**src/rtl/in_service_acknowledge_control_pkg.sv**
```systemverilog
// in_service_acknowledge_control_pkg: shared FSM states, call opcode and rotate/one-hot helpers.
// The WAIT3/ACK3 states exist only with CALL_MODE_8080_EN.
package in_service_acknowledge_control_pkg;
  typedef enum logic [2:0] {
    S_IDLE, S_ACK1, S_WAIT2, S_ACK2
`ifdef CALL_MODE_8080_EN
    , S_WAIT3, S_ACK3
`endif
  } state_t;
  localparam logic [7:0] CALL_OPCODE = 8'hCD;
  function automatic logic [7:0] rotl(input logic [7:0] v, input logic [2:0] n);
    return (v << n) | (v >> (4'd8 - {1'b0, n}));
  endfunction
  function automatic logic [7:0] rotr(input logic [7:0] v, input logic [2:0] n);
    return (v >> n) | (v << (4'd8 - {1'b0, n}));
  endfunction
  function automatic logic [2:0] onehot_to_num(input logic [7:0] v);
    logic [2:0] r;
    r = '0;
    for (int i = 0; i < 8; i++) if (v[i]) r = 3'(i);
    return r;
  endfunction
endpackage

```
**src/rtl/in_service_acknowledge_control_priority_resolver.sv**
```systemverilog
// priority_resolver: one-hot of the highest-ranked set bit under rotated priority.
module priority_resolver
  import in_service_acknowledge_control_pkg::*;
(
  input  logic [2:0] priority_rotate,
  input  logic [7:0] request,
  output logic [7:0] highest
);
  logic [2:0] sh;
  logic [7:0] rotated, first;
  always_comb begin
    sh = priority_rotate + 3'd1;
    rotated = rotr(request, sh);
    first = rotated & (~rotated + 8'd1);
    highest = rotl(first, sh);
  end
endmodule

```
**src/rtl/in_service_acknowledge_control.sv**
```systemverilog
// in_service_acknowledge_control: 8259A ISR and INTA# sequencer; CALL_MODE_8080_EN adds the 8080 three-byte CALL sequence.
module in_service_acknowledge_control
  import in_service_acknowledge_control_pkg::*;
(
  input  logic       clock,
  input  logic       reset_n,
  input  logic       interrupt_acknowledge_n,
  input  logic       write_initial_command_word_1,
  input  logic [7:0] interrupt_request,
  input  logic [7:0] end_of_interrupt,
  input  logic [2:0] priority_rotate,
  input  logic [7:0] interrupt_vector_high,
  output logic       interrupt,
  output logic [7:0] in_service_register,
  output logic [7:0] highest_level_in_service,
  output logic [7:0] acknowledge_interrupt,
  output logic       end_of_acknowledge_sequence,
  output logic [7:0] data_bus_out,
  output logic       data_bus_out_enable
`ifdef CALL_MODE_8080_EN
  , input logic       mode_8086,
  input  logic [2:0] call_address_low
`endif
);
  state_t state_q, state_d;
  logic [7:0] isr_q, isr_d, ack_q, ack_d, dbo_q, dbo_d, req_hi, isr_hi, set_bit, ack2_byte;
  logic int_q, int_d, eoa_q, eoa_d, en_q, en_d, prev_q, prev_d;
  logic fall, rise, eligible, mode;
  logic [2:0] lvl, req_rank, isr_rank;
  priority_resolver u_req (.priority_rotate(priority_rotate), .request(interrupt_request), .highest(req_hi));
  priority_resolver u_isr (.priority_rotate(priority_rotate), .request(isr_q), .highest(isr_hi));
`ifdef CALL_MODE_8080_EN
  assign mode = mode_8086;
  assign ack2_byte = mode_8086 ? {interrupt_vector_high[7:3], lvl} : {call_address_low, lvl, 2'b00};
`else
  assign mode = 1'b1;
  assign ack2_byte = {interrupt_vector_high[7:3], lvl};
`endif
  always_comb begin
    fall = prev_q & ~interrupt_acknowledge_n;
    rise = ~prev_q & interrupt_acknowledge_n;
    lvl = onehot_to_num(ack_q);
    req_rank = onehot_to_num(req_hi) - priority_rotate - 3'd1;
    isr_rank = onehot_to_num(isr_hi) - priority_rotate - 3'd1;
    eligible = |req_hi && (~|isr_hi || req_rank < isr_rank);
    state_d = state_q;
    ack_d = ack_q;
    set_bit = '0;
    dbo_d = dbo_q;
    en_d = en_q;
    eoa_d = 1'b0;
    case (state_q)
      S_IDLE: begin
        ack_d = '0;
        if (fall) begin
          state_d = S_ACK1;
          ack_d = eligible ? req_hi : 8'h80;
          set_bit = eligible ? req_hi : 8'h00;
          dbo_d = mode ? 8'h00 : CALL_OPCODE;
          en_d = ~mode;
        end
      end
      S_ACK1: if (rise) begin
        state_d = S_WAIT2;
        dbo_d = '0;
        en_d = 1'b0;
      end
      S_WAIT2: if (fall) begin
        state_d = S_ACK2;
        dbo_d = ack2_byte;
        en_d = 1'b1;
      end
      S_ACK2: if (rise) begin
        state_d = mode ? S_IDLE : state_t'(S_ACK2 + 3'd1);
        eoa_d = mode;
        dbo_d = '0;
        en_d = 1'b0;
      end
`ifdef CALL_MODE_8080_EN
      S_WAIT3: if (fall) begin
        state_d = S_ACK3;
        dbo_d = interrupt_vector_high;
        en_d = 1'b1;
      end
      S_ACK3: if (rise) begin
        state_d = S_IDLE;
        eoa_d = 1'b1;
        dbo_d = '0;
        en_d = 1'b0;
      end
`endif
      default: state_d = S_IDLE;
    endcase
    isr_d = (isr_q & ~end_of_interrupt) | set_bit;
    int_d = eligible && state_d == S_IDLE;
    prev_d = interrupt_acknowledge_n;
    // Clearing prev makes an INTA# already low at soft reset wait for its rise.
    if (write_initial_command_word_1) begin
      state_d = S_IDLE;
      isr_d = '0;
      ack_d = '0;
      dbo_d = '0;
      en_d = 1'b0;
      eoa_d = 1'b0;
      int_d = 1'b0;
      prev_d = 1'b0;
    end
  end
  always_ff @(posedge clock or negedge reset_n)
    if (!reset_n) begin
      state_q <= S_IDLE;
      isr_q <= '0;
      ack_q <= '0;
      dbo_q <= '0;
      en_q <= 1'b0;
      eoa_q <= 1'b0;
      int_q <= 1'b0;
      prev_q <= 1'b0;
    end else begin
      state_q <= state_d;
      isr_q <= isr_d;
      ack_q <= ack_d;
      dbo_q <= dbo_d;
      en_q <= en_d;
      eoa_q <= eoa_d;
      int_q <= int_d;
      prev_q <= prev_d;
    end
  assign interrupt = int_q;
  assign in_service_register = isr_q;
  assign highest_level_in_service = isr_hi;
  assign acknowledge_interrupt = ack_q;
  assign end_of_acknowledge_sequence = eoa_q;
  assign data_bus_out = dbo_q;
  assign data_bus_out_enable = en_q;
endmodule

```
**config.mk**
```make
export PLATFORM = sky130hd
export DESIGN_NAME = in_service_acknowledge_control
export DESIGN_NICKNAME = d
export VERILOG_FILES = /design/src/rtl/in_service_acknowledge_control_pkg.sv /design/src/rtl/in_service_acknowledge_control_priority_resolver.sv /design/src/rtl/in_service_acknowledge_control.sv
export SDC_FILE = /design/constraint.sdc
export NUM_CORES = 1
export LEC_CHECK = 0
export CORE_AREA = 4 4 100 102
export CTS_CLUSTER_DIAMETER = 120
export DETAILED_ROUTE_END_ITERATION = 10
export DIE_AREA = 0 0 104 106
export GPL_TIMING_DRIVEN = 0
export PLACE_DENSITY = 0.87
export SLEW_MARGIN = 20
export SYNTH_ARGS = -nofsm -noshare
export SYNTH_HDL_FRONTEND = slang
export SYNTH_HIERARCHICAL = 1
export SYNTH_SLANG_ARGS = --single-unit
```
**constraint.sdc**
```tcl
create_clock -name clock -period 6.3 [get_ports clock]
set_input_delay 1.575 -clock clock [delete_from_list [all_inputs] [get_ports clock]]
set_output_delay 1.575 -clock clock [all_outputs]
set_load 0.03 [all_outputs]
```
==> results.py <==
metrics = {
    "yosys": {
        "synth_enable_flop_cells": 0,
        "synth.yosys.seq_area_share_pct": 16.56,
        "synth_commonest_cells": "nor2_1 (61), nand2_1 (54), a21oi_1 (35)",
        "synth_compound_area_share_pct": 34.41,
        "synth.mux.area_fraction_pct": 12.93,
        "synth_nets": 624,
        "leading_cell_types_by_total_area_after_synthesis": "dfrtp_1 (17%), mux4_2 (6.7%), nor2_1 (4.9%)",
        "mean_area_per_synthesized_cell_um2": 8.006,
        "synth_most_common_cell": "nor2_1",
        "post_synth_and_or_nand_nor_area_fraction_pct": 25.49,
        "synth_xor_area_share_pct": 0.9351,
        "synth_top_cell_area_share_pct": 16.56,
        "yosys.cell_types.count": 76,
        "synthDominantAreaCellType": "dfrtp_1",
        "synth_fa_ha_area_share_pct": 2.458,
        "syn_area_um2": 4683,
        "postSynth.asyncResetShare_pct": 100.0,
        "synth_warnings": 6,
        "synth_top_family_by_area": "compound AO/OA/AOI/OAI gates",
        "syn-instance-count": 585,
        "ys_seq_elements": 31,
        "synth-main-ff-cell": "dfrtp_1",
    },
    "route": {
        "vias": 5650,
        "detailroute.wirelength.met3_um": 1563,
        "drt_pre_antenna_iters": 5,
        "drt_drc_violations_left": 0,
        "drtAntennaViolNets": 0,
        "viasPerCell": 7.116,
        "avg_wl_per_cell_um": 21.98,
        "total_wirelength_of_the_detailed_routed_design_um": 17450,
        "route.top_layer_used": "met4",
        "met1_length_um": 6489,
        "routed-wl-met2_um": 8757,
        "number_of_design_rule_violations_left_by_the_first_detailed_router_iteration": 487,
    },
    "cts": {
        "clock_latency_ns": 0.29,
        "postCtsHoldBufs": 0,
        "clk_transition_reported_paths_ns": 0.07,
        "h-tree-depth": 2,
        "clock_tree_from_tritoncts": "done",
        "cts_buffers": 5,
        "cts_sinks": 31,
        "ctsRootBufferMaster": "clkbuf_8",
        "maximum_buffer_depth_of_the_clock_tree": 2,
    },
    "global_routing": {
        "grt_pass1_wl_um": 27150,
        "grt_start_max_net_pins": 32,
        "number_of_global_route_vias_before_repair": 5319,
        "gr-total-overflow": 0,
        "antenna_found_initial": 0,
        "track_usage_pct": 29.47,
    },
    "die": {
        "die_h_um": 106,
        "floorplan.rows": 35,
        "design.die.area_um2": 11020,
        "dieWidth_um": 104,
        "start_util_pct": 51.41,
        "core-area_um2": 9109,
        "ios": 66,
    },
    "sta": {
        "rsz_0062_raised_after_global_routing": "true",
        "timing.final.ws_setup_ns": -0.3441,
        "hold_violations": 0,
        "worstMarginPinSlew_ns": 1.141,
        "setup-tns-final_ns": -5.387,
        "final.min_clock_period_ns": 6.644,
        "post-route-period-util_pct": 105.5,
        "timing_max_transition_violations_final": 0,
        "maximum_clock_frequency_mhz": 150.5,
        "timing.max_slew.rel_slack_pct": 23.95,
        "finalSetupViolations": 17,
        "final.setup_skew_ns": 0.006389,
        "hold_ws_ns": 0.4780,
    },
    "layout": {
        "ratio_of_cells_with_drive_above_1_in_the_final_layout_pct": 30.16,
        "nFillCells": 652,
        "antennaDiodeCount": 0,
        "final_net_count": 721,
        "areaGrowthSynthToFinish_pct": 36.47,
        "fin_cells": 794,
        "multi_input_area_um2": 4148,
        "regArea_um2": 775.7,
    },
    "place": {
        "numPlacedInstances": 756,
        "numPortBuffers": 60,
        "dp_hpwl_um": 12090,
        "globalplace.congestion": 0.9658,
    },
    "power_and_ir_drop": {
        "vdd_ir_drop_max_mv": 0.1138,
        "power.leakage_nw": 2.598,
        "total_power_mw": 1.081,
        "pwr_density_cell_nw_per_um2": 169.2,
    },
    "critical_path": {
        "max_stage_delay_cell_worst_path": "mux4_2",
        "worst_setup_path_start_kind": "input pin",
        "timing.critical_path.buf_inv": 4,
        "crit_path_max_fanout": 7,
        "timing.critical_path.to_type": "flip-flop",
        "timing.critical_path.arrival_ns": 6.87,
        "worst_path_largest_cell_delay_ns": 0.53,
        "timing_worst_setup_path_type": "in -> reg",
        "worst_ep_required_time_ns": 6.52,
        "cpLargestDelayFamily": "compound AO/OA/AOI/OAI gates",
    },
    "run_status": {
        "violated_checks": "setup timing",
        "outcome": "complete, but fails checks",
    },
    "run": {
        "maxCapViolations": 0,
    },
    "worst_hold_path": {
        "holdCritPathClass": "reg -> reg",
    },
}
power breakdown:
| group | internal (mW) | total, mW | switching (mW) |
|---|---|---|---|
| combinational | 0.282 | 0.663 | 0.381 |
| clock | 0.128 | 0.208 | 0.0796 |
| sequential | 0.205 | 0.211 | 0.00622 |
| total | 0.615 | 1.08 | 0.466 |
timing repair:
item                                    CTS  global route
pin swaps                                30            30
resized for setup                        93            74
buffers inserted                         19            12
gates cloned                              1             1
endpoints found under the setup margin   25            25
sequential cells by signal (all words and copies together), names as in the netlist:
signal,count
in_service_register,8
end_of_acknowledge_sequence,1
interrupt,1
data_bus_out,8
state_q,3
acknowledge_interrupt,8
data_bus_out_enable,1
prev_q,1
cell families (layout without fill, tap and decap cells):
| family | count (synthesis) | in the layout |
|---|---|---|
| mux | 36 | 36 |
| fa+ha+maj | 8 | 8 |
| other cells | 1 | 1 |
| xor+xnor | 5 | 5 |
| flops | 31 | 31 |
| buf+inv | 65 | 163 |
| compound gates | 214 | 214 |
| simple gates | 225 | 225 |
cell usage in the layout, fill, tap and decap left out, types with 14 or more instances in the layout:
master,instances
nor2_1,57
nand2_1,52
clkdlybuf4s50_1,44
dfrtp_1,31
buf_4,31
a21oi_1,28
o21ai_0,23
nand3_1,22
mux4_2,15
clkbuf_1,14
clkbuf_2,14
mux2i_1,14
path summary, 6_finish.rpt:
path	start	to	slack [ns]	cells past startpoint
worst min register to register	data_bus_out_enable$_DFFE_PN0P_	data_bus_out_enable$_DFFE_PN0P_	0.48	1
worst max-delay path	priority_rotate[0]	acknowledge_interrupt[1]$_DFFE_PN0P_	-0.34	26
worst max register to register	in_service_register[4]$_DFF_PN0_	acknowledge_interrupt[1]$_DFFE_PN0P_	0.76	22
max in group asynchronous	reset_n	data_bus_out[1]$_DFFE_PN0P_	4.51	1
worst min-delay path	data_bus_out_enable$_DFFE_PN0P_	data_bus_out_enable$_DFFE_PN0P_	0.48	1
min in group asynchronous	reset_n	in_service_register[5]$_DFF_PN0_	1.33	1
metal layers:
metal  vias to the layer above  track usage (%)
li1                       2449                -
met1                      2737            37.26
met2                       387            52.60
met3                        77            3.036
met4                         0            9.972
met5                         -                0
layout make-up:
type | instances | share of cell area [%]
multi-input combinational | 489 | 64.90
timing repair buffer | 93 | 13.23
sequential | 31 | 12.14
buffer | 46 | 4.777
tap | 111 | 2.173
clock buffer | 6 | 1.292
inverter | 16 | 0.9397
clock inverter | 2 | 0.5482
stage by stage:
stage	area, um^2	utilization (%)	worst slack (ns)
6_report	6391	70.16	-0.3441
3_5_place_dp	5468	60.03	-1.879
2_1_floorplan	4733	-	-0.2235
5_1_grt	6391	70.16	-0.4494
4_1_cts	6020	66.09	-0.2152
3_3_place_gp	5473	60.08	-1.704
Note: power is estimated with default switching activity, not from simulation.
